==> config.mk <==
export PLATFORM = sky130hd
export DESIGN_NAME = psum_relu_out
export DESIGN_NICKNAME = d
export VERILOG_FILES = /design/src/rtl/psum_relu_out.sv
export SDC_FILE = /design/constraint.sdc
export NUM_CORES = 1
export LEC_CHECK = 0
export CAP_MARGIN = 25
export CORE_MARGIN = 4
export CORE_UTILIZATION = 40
export DETAILED_ROUTE_END_ITERATION = 8
export PLACE_DENSITY_LB_ADDON = 0.25
export SYNTH_ARGS = -nofsm -noshare
export SYNTH_HDL_FRONTEND = slang
export SYNTH_SLANG_ARGS = --single-unit
==> constraint.sdc <==
create_clock -name clk -period 3.5 [get_ports clk]
set_input_delay 0.35 -clock clk [delete_from_list [all_inputs] [get_ports clk]]
set_output_delay 0.35 -clock clk [all_outputs]
set_load 0.02 [all_outputs]
==> src/rtl/psum_relu_out.sv <==
// psum_relu_out: sums groups of LEN signed partial sums into one activation,
// applies ReLU, an arithmetic right shift and unsigned saturation to BW bits,
// and queues the results in a small circular FIFO with valid/ready output.
module psum_relu_out #(
   parameter int PSUM_BW = 16,
   parameter int BW      = 4,
   parameter int LEN     = 10,
   parameter int SHIFT   = 4,
   parameter int DEPTH   = 4
) (
   input  logic               clk,
   input  logic               reset,
   input  logic               in_valid,
   output logic               in_ready,
   input  logic [PSUM_BW-1:0] in_psum,
   output logic               out_valid,
   input  logic               out_ready,
   output logic [BW-1:0]      out_data,
   output logic               sat_flag,
   output logic               busy
);

   // Four guard bits let up to 16 full-scale partial sums accumulate without wrap.
   localparam int ACCW = PSUM_BW + 4;
   localparam int CW   = (LEN > 1) ? $clog2(LEN) : 1;
   localparam int PW   = (DEPTH > 1) ? $clog2(DEPTH) : 1;
   localparam int FW   = $clog2(DEPTH + 1);

   localparam logic [CW-1:0]   LAST_IDX = CW'(LEN - 1);
   localparam logic [ACCW-1:0] MAX_WIDE = ACCW'((1 << BW) - 1);
   localparam logic [BW-1:0]   MAX_OUT  = BW'((1 << BW) - 1);
   localparam logic [FW-1:0]   FULL_CNT = FW'(DEPTH);

   logic [ACCW-1:0] acc_q, acc_d;
   logic [CW-1:0]   cnt_q, cnt_d;
   logic [PW-1:0]   wptr_q, wptr_d;
   logic [PW-1:0]   rptr_q, rptr_d;
   logic [FW-1:0]   count_q, count_d;
   logic [BW-1:0]   mem_q [DEPTH];
   logic            sat_q, sat_d;

   logic            accept;
   logic            isFinal;
   logic            push;
   logic            pop;
   logic [ACCW-1:0] psumExt;
   logic [ACCW-1:0] sum;
   logic [ACCW-1:0] reluVal;
   logic [ACCW-1:0] shifted;
   logic            clip;
   logic [BW-1:0]   resVal;

   // Handshake decode and the result datapath for the element being accepted.
   always_comb begin
      accept   = in_valid && in_ready;
      isFinal  = (cnt_q == LAST_IDX);
      push     = accept && isFinal;
      pop      = out_valid && out_ready;
      psumExt  = {{(ACCW - PSUM_BW){in_psum[PSUM_BW-1]}}, in_psum};
      sum      = acc_q + psumExt;
      reluVal  = sum[ACCW-1] ? '0 : sum;
      shifted  = reluVal >> SHIFT;
      clip     = (shifted > MAX_WIDE);
      resVal   = clip ? MAX_OUT : shifted[BW-1:0];
   end

   // Next-state for the accumulator, element counter, FIFO pointers and sticky flag.
   always_comb begin
      acc_d   = acc_q;
      cnt_d   = cnt_q;
      wptr_d  = wptr_q;
      rptr_d  = rptr_q;
      count_d = count_q;
      sat_d   = sat_q;
      if (accept) begin
         if (isFinal) begin
            acc_d = '0;
            cnt_d = '0;
         end else begin
            acc_d = sum;
            cnt_d = cnt_q + CW'(1);
         end
      end
      if (push) begin
         wptr_d = wptr_q + PW'(1);
         sat_d  = sat_q | clip;
      end
      if (pop) begin
         rptr_d = rptr_q + PW'(1);
      end
      case ({push, pop})
         2'b10:   count_d = count_q + FW'(1);
         2'b01:   count_d = count_q - FW'(1);
         default: count_d = count_q;
      endcase
   end

   // State registers; reset discards any partial group and all queued results.
   always_ff @(posedge clk or posedge reset) begin
      if (reset) begin
         acc_q   <= '0;
         cnt_q   <= '0;
         wptr_q  <= '0;
         rptr_q  <= '0;
         count_q <= '0;
         sat_q   <= 1'b0;
         for (int i = 0; i < DEPTH; i++) begin
            mem_q[i] <= '0;
         end
      end else begin
         acc_q   <= acc_d;
         cnt_q   <= cnt_d;
         wptr_q  <= wptr_d;
         rptr_q  <= rptr_d;
         count_q <= count_d;
         sat_q   <= sat_d;
         if (push) begin
            mem_q[wptr_q] <= resVal;
         end
      end
   end

   // Outputs come from registered state only, so out_ready never reaches in_ready.
   always_comb begin
      in_ready  = (count_q < FULL_CNT);
      out_valid = (count_q != '0);
      out_data  = mem_q[rptr_q];
      sat_flag  = sat_q;
      busy      = (cnt_q != '0);
   end

endmodule

==> results of run 1 <==
-- through the flow --
step,area (µm²),instances
2_1_floorplan,3177,330
3_3_place_gp,3681,468
3_5_place_dp,3701,469
4_1_cts,3812,477
5_1_grt,3820,478
6_report,3820,478
-- per-layer routing --
metal  up-vias  global-route usage (%)  routed length, µm
li1       1311                       -                  -
met1      1240                   22.21               3438
met2        51                   24.52               3327
met3         4                   2.872                308
met4         0                   4.320                 48
met5         -                       0                  0
-- layout make-up --
class                   count  area share, %
clock buffers               5          1.802
clock inverters             3          1.114
inverters                   9         0.8844
multi-input cells         264          49.75
flip-flops and latches     48          31.44
well taps                 102          3.341
repair buffers             47          11.66
-- critical path, stage by stage --
cell and delay, ns:
clkdlybuf4s50_1 0.40, ha_1 0.22, fa_1 0.39, a21o_1 0.21, a221o_1 0.35, a21oi_2 0.17, o21a_2 0.19, xnor2_1 0.09
or4_4 0.55, nor4_4 0.27, buf_12 0.19, a31oi_1 0.08
-- sequential cells by signal, indices dropped and copies added, names as in the netlist --
signal,count
cnt_q,4
mem_q,16
count_q,3
acc_q,20
sat_flag,1
rptr_q,2
wptr_q,2
-- final timing paths --
check                                startpoint                endpoint  slack (ns)  cells after the start
setup / recovery                     in_psum[0]   mem_q[10]$_DFFE_PP0P_        0.22                     12
hold / removal                            reset  count_q[2]$_DFFE_PP0P_        0.37                      2
setup reg to reg           acc_q[0]$_DFFE_PP0P_   mem_q[10]$_DFFE_PP0P_        0.30                     11
hold reg to reg            acc_q[0]$_DFFE_PP0P_    acc_q[0]$_DFFE_PP0P_        0.48                      2
max in group asynchronous                 reset   acc_q[10]$_DFFE_PP0P_        2.62                      3
min in group clk           acc_q[0]$_DFFE_PP0P_    acc_q[0]$_DFFE_PP0P_        0.48                      2
-- Yosys cell counts, drive strengths merged, types with 3 or more instances --
library cell / count / area [µm²]
xor2: 9 / 78.83
a22o: 11 / 96.34
xnor2: 13 / 113.9
nor4: 3 / 33.78
o21ai: 16 / 80.07
mux4: 4 / 90.09
nand3: 6 / 30.03
clkbuf: 8 / 30.03
nor3: 10 / 50.05
ha: 24 / 300.3
inv: 9 / 33.78
dfrtp: 48 / 1201
a31oi: 17 / 106.4
nand2: 36 / 135.1
mux2i: 17 / 170.2
a21oi: 20 / 103.9
a21o: 6 / 45.04
nor2b: 5 / 31.28
o21a: 4 / 31.28
nor2: 30 / 112.6
-- cell families after synthesis --
logic type,share of synthesized area (%)
simple gates,15.60
compound gates,19.26
flops,37.81
fa+ha+maj,10.71
xor+xnor,6.066
mux,8.192
buf+inv,2.363
-- where the power goes --
part | leakage (nW) | total, W | internal, W | switching [W]
Sequential | 0.607 | 0.000968 | 0.000790 | 0.000178
Clock | 0.0541 | 0.000413 | 0.000212 | 0.000201
Combinational | 1.13 | 0.00209 | 0.000926 | 0.00116
==> results.md, run 1 <==
Floorplanning:
- The area of the core region is 7727 µm².
- The floorplan step defined a die boundary enclosing 9431 µm².
- The overall die width is 97.12 µm.
- The number of top-level design ports is 28.
- Once the floorplan was initialized, standard cells occupied 41.11% of the core.
- The number of rows created at floorplan is 32.
- The overall die height is 97.12 µm.

Worst hold path:
- The min-delay analysis places its worst path in the category primary input to asynchronous set/reset pin.

Synthesis:
- Synthesis produced 330 cells.
- The register bit total from synthesis is 48.
- After synthesis, flip-flops and latches occupy 37.81% of the total area.
- The number of flops mapped to enable cells by yosys is 0.
- In the synthesized netlist the dominant register cell turns out to be dfrtp_1.
- The synthesized netlist occupies a cell area of 3177 µm².
- The synthesized area per cell is 9.627 µm².
- During synthesis, Yosys emitted a total of 0 warnings.
- After synthesis, the share of flip-flops with an asynchronous set or reset is 100.0%.
- The number of nets produced by synthesis is 376.
- Yosys mapped the design onto 50 distinct sky130hd cell types.

Timing:
- The shortest clock period the worst path allows after layout is 3.282 ns.
- The portion of the clock cycle consumed by the worst path in the final layout is 93.76%.
- Setup violations remaining at the end of the flow were counted as 0.
- The clock arrives with 0.003631 ns of skew.
- The transition time at the pin with the least slew margin is 0.8382 ns.
- Headroom to the max-slew limit came out at 43.91%.
- The final count of hold timing violations came to 0.
- Setup repair after global routing left no endpoint under its margin.
- The worst hold slack after final layout is 0.3725 ns.
- The fmax is 0.3047 GHz.
- After routing, the total negative slack on setup checks comes to 0 ns.
- In the post-route analysis, the smallest setup slack over all paths is 0.2184 ns.
- The number of max-slew violations in the final report is 0.

Clock tree:
- The quantity of gates resized following cts is 0.
- Clock tree synthesis found a total of 48 sinks.
- The later-pin clock latency in the skew report is 0.31 ns.
- The number of buffers created by CTS is 5.
- The maximum buffer depth of the clock tree is 2.
- Clock-pin slew was measured on the worst setup and hold paths at 0.09 ns.
- The cell sitting at the root of the clock tree is a clkbuf_8.
- CTS built an H-tree with a depth of 2.
- The post-cts hold buffer count is 0.
- The number of post-CTS setup repair buffers is 0.
- The CTS tree is done.

Layout:
- The layout overhead on the synthesized area is 20.24%.
- The antenna diode count is 0.
- The most common cell after layout, fill and taps aside is dfrtp_1.
- The fill cell instance count of the final layout is 717.
- In the layout the commonest cells are dfrtp_1, nand2_1, nor2_1.
- The area taken by multi-input logic gates is 1901 µm².
- Measured on the finished design, the core utilization comes to 49.43%.
- Across the whole layout, storage elements account for 1201 µm².
- In the final design database the tool counted 421 nets.
- In the final layout, the share of cells above drive strength 1 is 10.37%.

Routing:
- In the routed design, unresolved DRC markers number 0.
- The first-pass iteration count of the detailed router is 4.
- The detail route stage leaves a number of antenna-violating nets equal to 0.
- Summed over all layers, the routed wires come to 7122 µm.
- The routed via count divided by cell count is 5.452.
- The number of DRC markers in iteration 0 is 185.
- The via count is 2,606.
- The average routed wire per standard cell is 14.90 µm.

Worst setup path:
- For the worst setup path, the data arrival time is 3.47 ns.
- The worst setup path is captured at a flop.
- For the worst setup path, the data required time is 3.69 ns.
- The classification of the worst setup path is primary input to flop.
- The highest net fanout along the worst path is 17.
- The startpoint kind of the worst setup timing path is a primary input.

GRT:
- The initial antenna violation count is 0.
- The total routing usage reported by global routing is 15.64%.
- The via count of the first global-routing pass was 2,538.
- The first global-routing pass estimated 12,270 µm of wire.
- For this run the aggregate overflow at the end of global routing stands at 0.
- Entering global routing, the biggest net connects 28 pins.

Placement:
- Detailed placement finished with a half-perimeter wire length of 5230 µm.
- Port buffering added 27 buffers.
- The routability congestion estimate is 0.8345.
- The post-placement worst setup slack is -0.2912 ns.

Job:
- The number of max-cap violations is 0.

Pwr:
- VDD sags by at most 0.3615 mV.
- Dividing total power by cell area gives a power density of 907.8 nW/µm².
- The leakage power total is 1.794 nW.
- The total power of the final layout is 0.003468 W.

Status:
- The run finished with clean final reports.
No activity file was read; power rests on OpenSTA's default activity.
==> run 2, diff against run 1 <==
- MAX_ROUTING_LAYER: unset -> met4
==> run 2 against run 1 <==
Non-clock buffer count unchanged; combinational power is essentially flat; clock skew grew 0.00077 ns; via count down 0.69%; fmax shrank 0.14%; utilization did not move; cell count is the same; sequential share of layout area unchanged; clock power barely moved; largest cell class unchanged; highest routed layer unchanged.
==> results.md, run 2 (synthesis results as in run 1) <==
Status:
- The run finished with clean final reports.

GRT:
- The initial antenna violation count is 0.
- The total overflow left after global routing is 0.
- The maximum number of pins on one net before global-route repair is 28.
- The via count of the first global-routing pass is 2,538.
- The first global-routing pass estimated 12,270 µm of wire.
- Global routing consumed, over all layers together, 16.09% of the routing resources.

Layout:
- In the final layout, the share of cells above drive strength 1 is 10.37%.
- After routing the design area is 3820 µm².
- The sequential cell area is 1201 µm².
- The area taken by multi-input logic gates is 1901 µm².
- The net count of the finished layout is 421.
- The largest registers in the layout are acc_q (20), mem_q (16), cnt_q (4).
- Leaving out fill and tap cells, the most frequent cell in the layout is dfrtp_1.
- In the layout the commonest cells are dfrtp_1, nand2_1, nor2_1.
- 0 antenna diodes ended up in the layout.
- Ranked by flip-flop count, first place goes to acc_q.
- The layout has 717 filler cells.
- The number of flip-flops in the largest register is 20.
- Compared with the post-synthesis result, the final layout area differs by 20.24%.

Worst setup path:
- The stage delay of the slowest cell on the critical path is 0.55 ns.
- The critical path is of the primary input to flop type.
- The number of buffer and inverter stages on the critical path is 2.
- The highest net fanout along the worst path is 17.
- The startpoint kind of the worst setup timing path is a primary input.
- The critical path data required time is 3.68 ns.
- For the worst setup path, the data arrival time is 3.47 ns.
- The kind of capture point of the worst setup path is a flop.
- Traced cell by cell, the critical path runs through clkdlybuf4s50_1 -> ha_1 -> fa_1 -> a21o_1 -> a221o_1 -> a21oi_2 -> o21a_2 -> xnor2_1 -> or4_4 -> nor4_4 -> buf_12 -> a31oi_1.
- In this design, the largest share of critical-path delay is due to compound AO/OA/AOI/OAI gates.
- The cell with the biggest individual delay on the critical path is or4_4.
- The most critical setup path has its startpoint at in_psum[0].
- The worst reg2reg path startpoint is acc_q[0]$_DFFE_PP0P_.

Clock tree:
- The number of buffers created by CTS is 5.
- Clock tree synthesis selected as its root buffer the cell clkbuf_8.
- The number of post-CTS setup repair buffers is 0.
- The post-cts hold buffer count is 0.
- For the worst-skew pair, the clock arrives at the later sink with an insertion delay of 0.30 ns.
- TritonCTS built the clock tree.
- The quantity of gates resized following cts is 0.
- The H-tree was split into 2 levels.
- The maximum buffer depth of the clock tree is 2.
- The number of sinks driven by the clock tree is 48.
- After clock tree synthesis, the clock-pin slew on the worst setup and hold paths is 0.09 ns.

Routing:
- The routed via count divided by cell count is 5.414.
- The first TritonRoute pass finished after 4 iterations.
- For this run, design rule violations remaining after detail routing come to 0.
- Dividing the detail-routed wire length by the instance count gives 14.83 µm.
- The routed layout has 2,588 vias.
- For this block, the initial DRC count from the detailed router was 190.
- The count of nets left with antenna violations once routing finished came out at 0.
- The routed design has 7091 µm of wire.

Placement:
- The quantity of I/O buffers inserted on ports is 27.
- The routability congestion estimate is 0.8474.
- The HPWL after detailed placement is 5230 µm.
- The total cell area at the placement stage is 3701 µm².

Floorplanning:
- The overall die height is 97.12 µm.
- The overall die width is 97.12 µm.
- The number of top-level design ports is 28.
- The full die area is 9431 µm².
- In this run the standard cell core region covers 7727 µm².
- Once the floorplan was initialized, standard cells occupied 41.11% of the core.
- Row generation in the floorplan step produced 32 rows.

Timing:
- The final count of hold timing violations is 0.
- The fmax is 0.3043 GHz.
- Setup repair after global routing left no endpoint under its margin.
- The clock period could shrink to 3.286 ns.
- On the final layout, the worst clock skew is 0.004402 ns.
- Setup violations remaining at the end of the flow were counted as 0.
- At the pin with the least slew margin, the transition time is 0.8500 ns.
- In this run the tightest slew margin relative to its limit is 43.13%.
- The worst hold slack after final layout is 0.3774 ns.
- In the final timing run, aggregate negative setup slack is 0 ns.
- The number of max-slew violations in the final report is 0.
- The portion of the clock cycle consumed by the worst path in the final layout is 93.89%.

Pwr:
- The share of total power dissipated in the clock network is 11.8%.
- The switching fraction of total power is 44.36%.
- The leakage power total is 1.794 nW.
- In this run, the combinational gates consume 60.2% of the power.
- Dividing total power by cell area gives a power density of 906.9 nW/µm².
- The portion of total power attributed to sequential cells is 27.9%.
- The total net switching power is 0.001537 W.
- Internal power comes to 0.001928 W.
- The worst-case IR drop observed on VDD is 0.3603 mV.

Worst hold path:
- The min-delay analysis places its worst path in the category primary input to asynchronous set/reset pin.

Job:
- The number of max-cap violations is 0.
[run 2: cell counts in the layout (fill, tap and decap cells not counted)]
No cell type changed its count.
[run 2: worst register-to-register path, delay by kind of cell, from the launching register on]
| kind | cells | cell delay [ns] |
|---|---|---|
| AOI/OAI and AO/OA | 5 | 1.01 |
| and+or+nand+nor | 2 | 0.82 |
| adders and majority gates | 2 | 0.59 |
| DFF | 1 | 0.39 |
| buffers and inverters | 1 | 0.19 |
| xor gates and xnor gates | 1 | 0.09 |
[run 2: final timing paths]
| kind | to | slack, ns | cells past startpoint |
|---|---|---|---|
| hold / removal | count_q[2]$_DFFE_PP0P_ | 0.38 | 2 |
| setup reg to reg | mem_q[10]$_DFFE_PP0P_ | 0.30 | 11 |
| setup / recovery | mem_q[10]$_DFFE_PP0P_ | 0.21 | 12 |
| hold reg to reg | acc_q[0]$_DFFE_PP0P_ | 0.48 | 2 |
| min in group clk | acc_q[0]$_DFFE_PP0P_ | 0.48 | 2 |
| max in group asynchronous | mem_q[7]$_DFFE_PP0P_ | 2.62 | 3 |
[run 2: power by group through the flow]
stage	clock network, W	registers [W]	logic, W
2_1_floorplan	0	0.000921	0.00150
3_3_place_gp	0	0.000977	0.00204
3_5_place_dp	0	0.000984	0.00206
4_1_cts	0.000425	0.000972	0.00208
5_1_grt	0.000445	0.00100	0.00233
6_report	0.000410	0.000967	0.00209
[run 2: area by class of cell]
| cell class | instances | area share (%) |
|---|---|---|
| multi-input cells | 264 | 49.75 |
| flip-flops and latches | 48 | 31.44 |
| repair buffers | 47 | 11.66 |
| well taps | 102 | 3.341 |
| clock buffers | 5 | 1.802 |
| clock inverters | 3 | 1.114 |
| inverters | 9 | 0.8844 |
[run 2: stage by stage]
| step | instances | power, W | utilization [%] | worst slack [ns] |
|---|---|---|---|---|
| after CTS | 477 | 0.003474 | 49.34 | 0.03100 |
| after global placement | 468 | 0.003019 | 47.64 | -0.1649 |
| after floorplan | 330 | 0.002417 | - | 0.3522 |
| final | 478 | 0.003464 | 49.43 | 0.2139 |
| after detailed placement | 469 | 0.003046 | 47.90 | -0.2912 |
| after global routing | 478 | 0.003776 | 49.43 | 0.08108 |
[run 2: routing by layer]
layer	GRT usage [%]	up-vias	wire length, µm
met5	-	-	0
met2	24.52	48	3315
met3	2.872	4	299
li1	-	1311	-
met1	22.21	1225	3428
met4	4.320	0	48
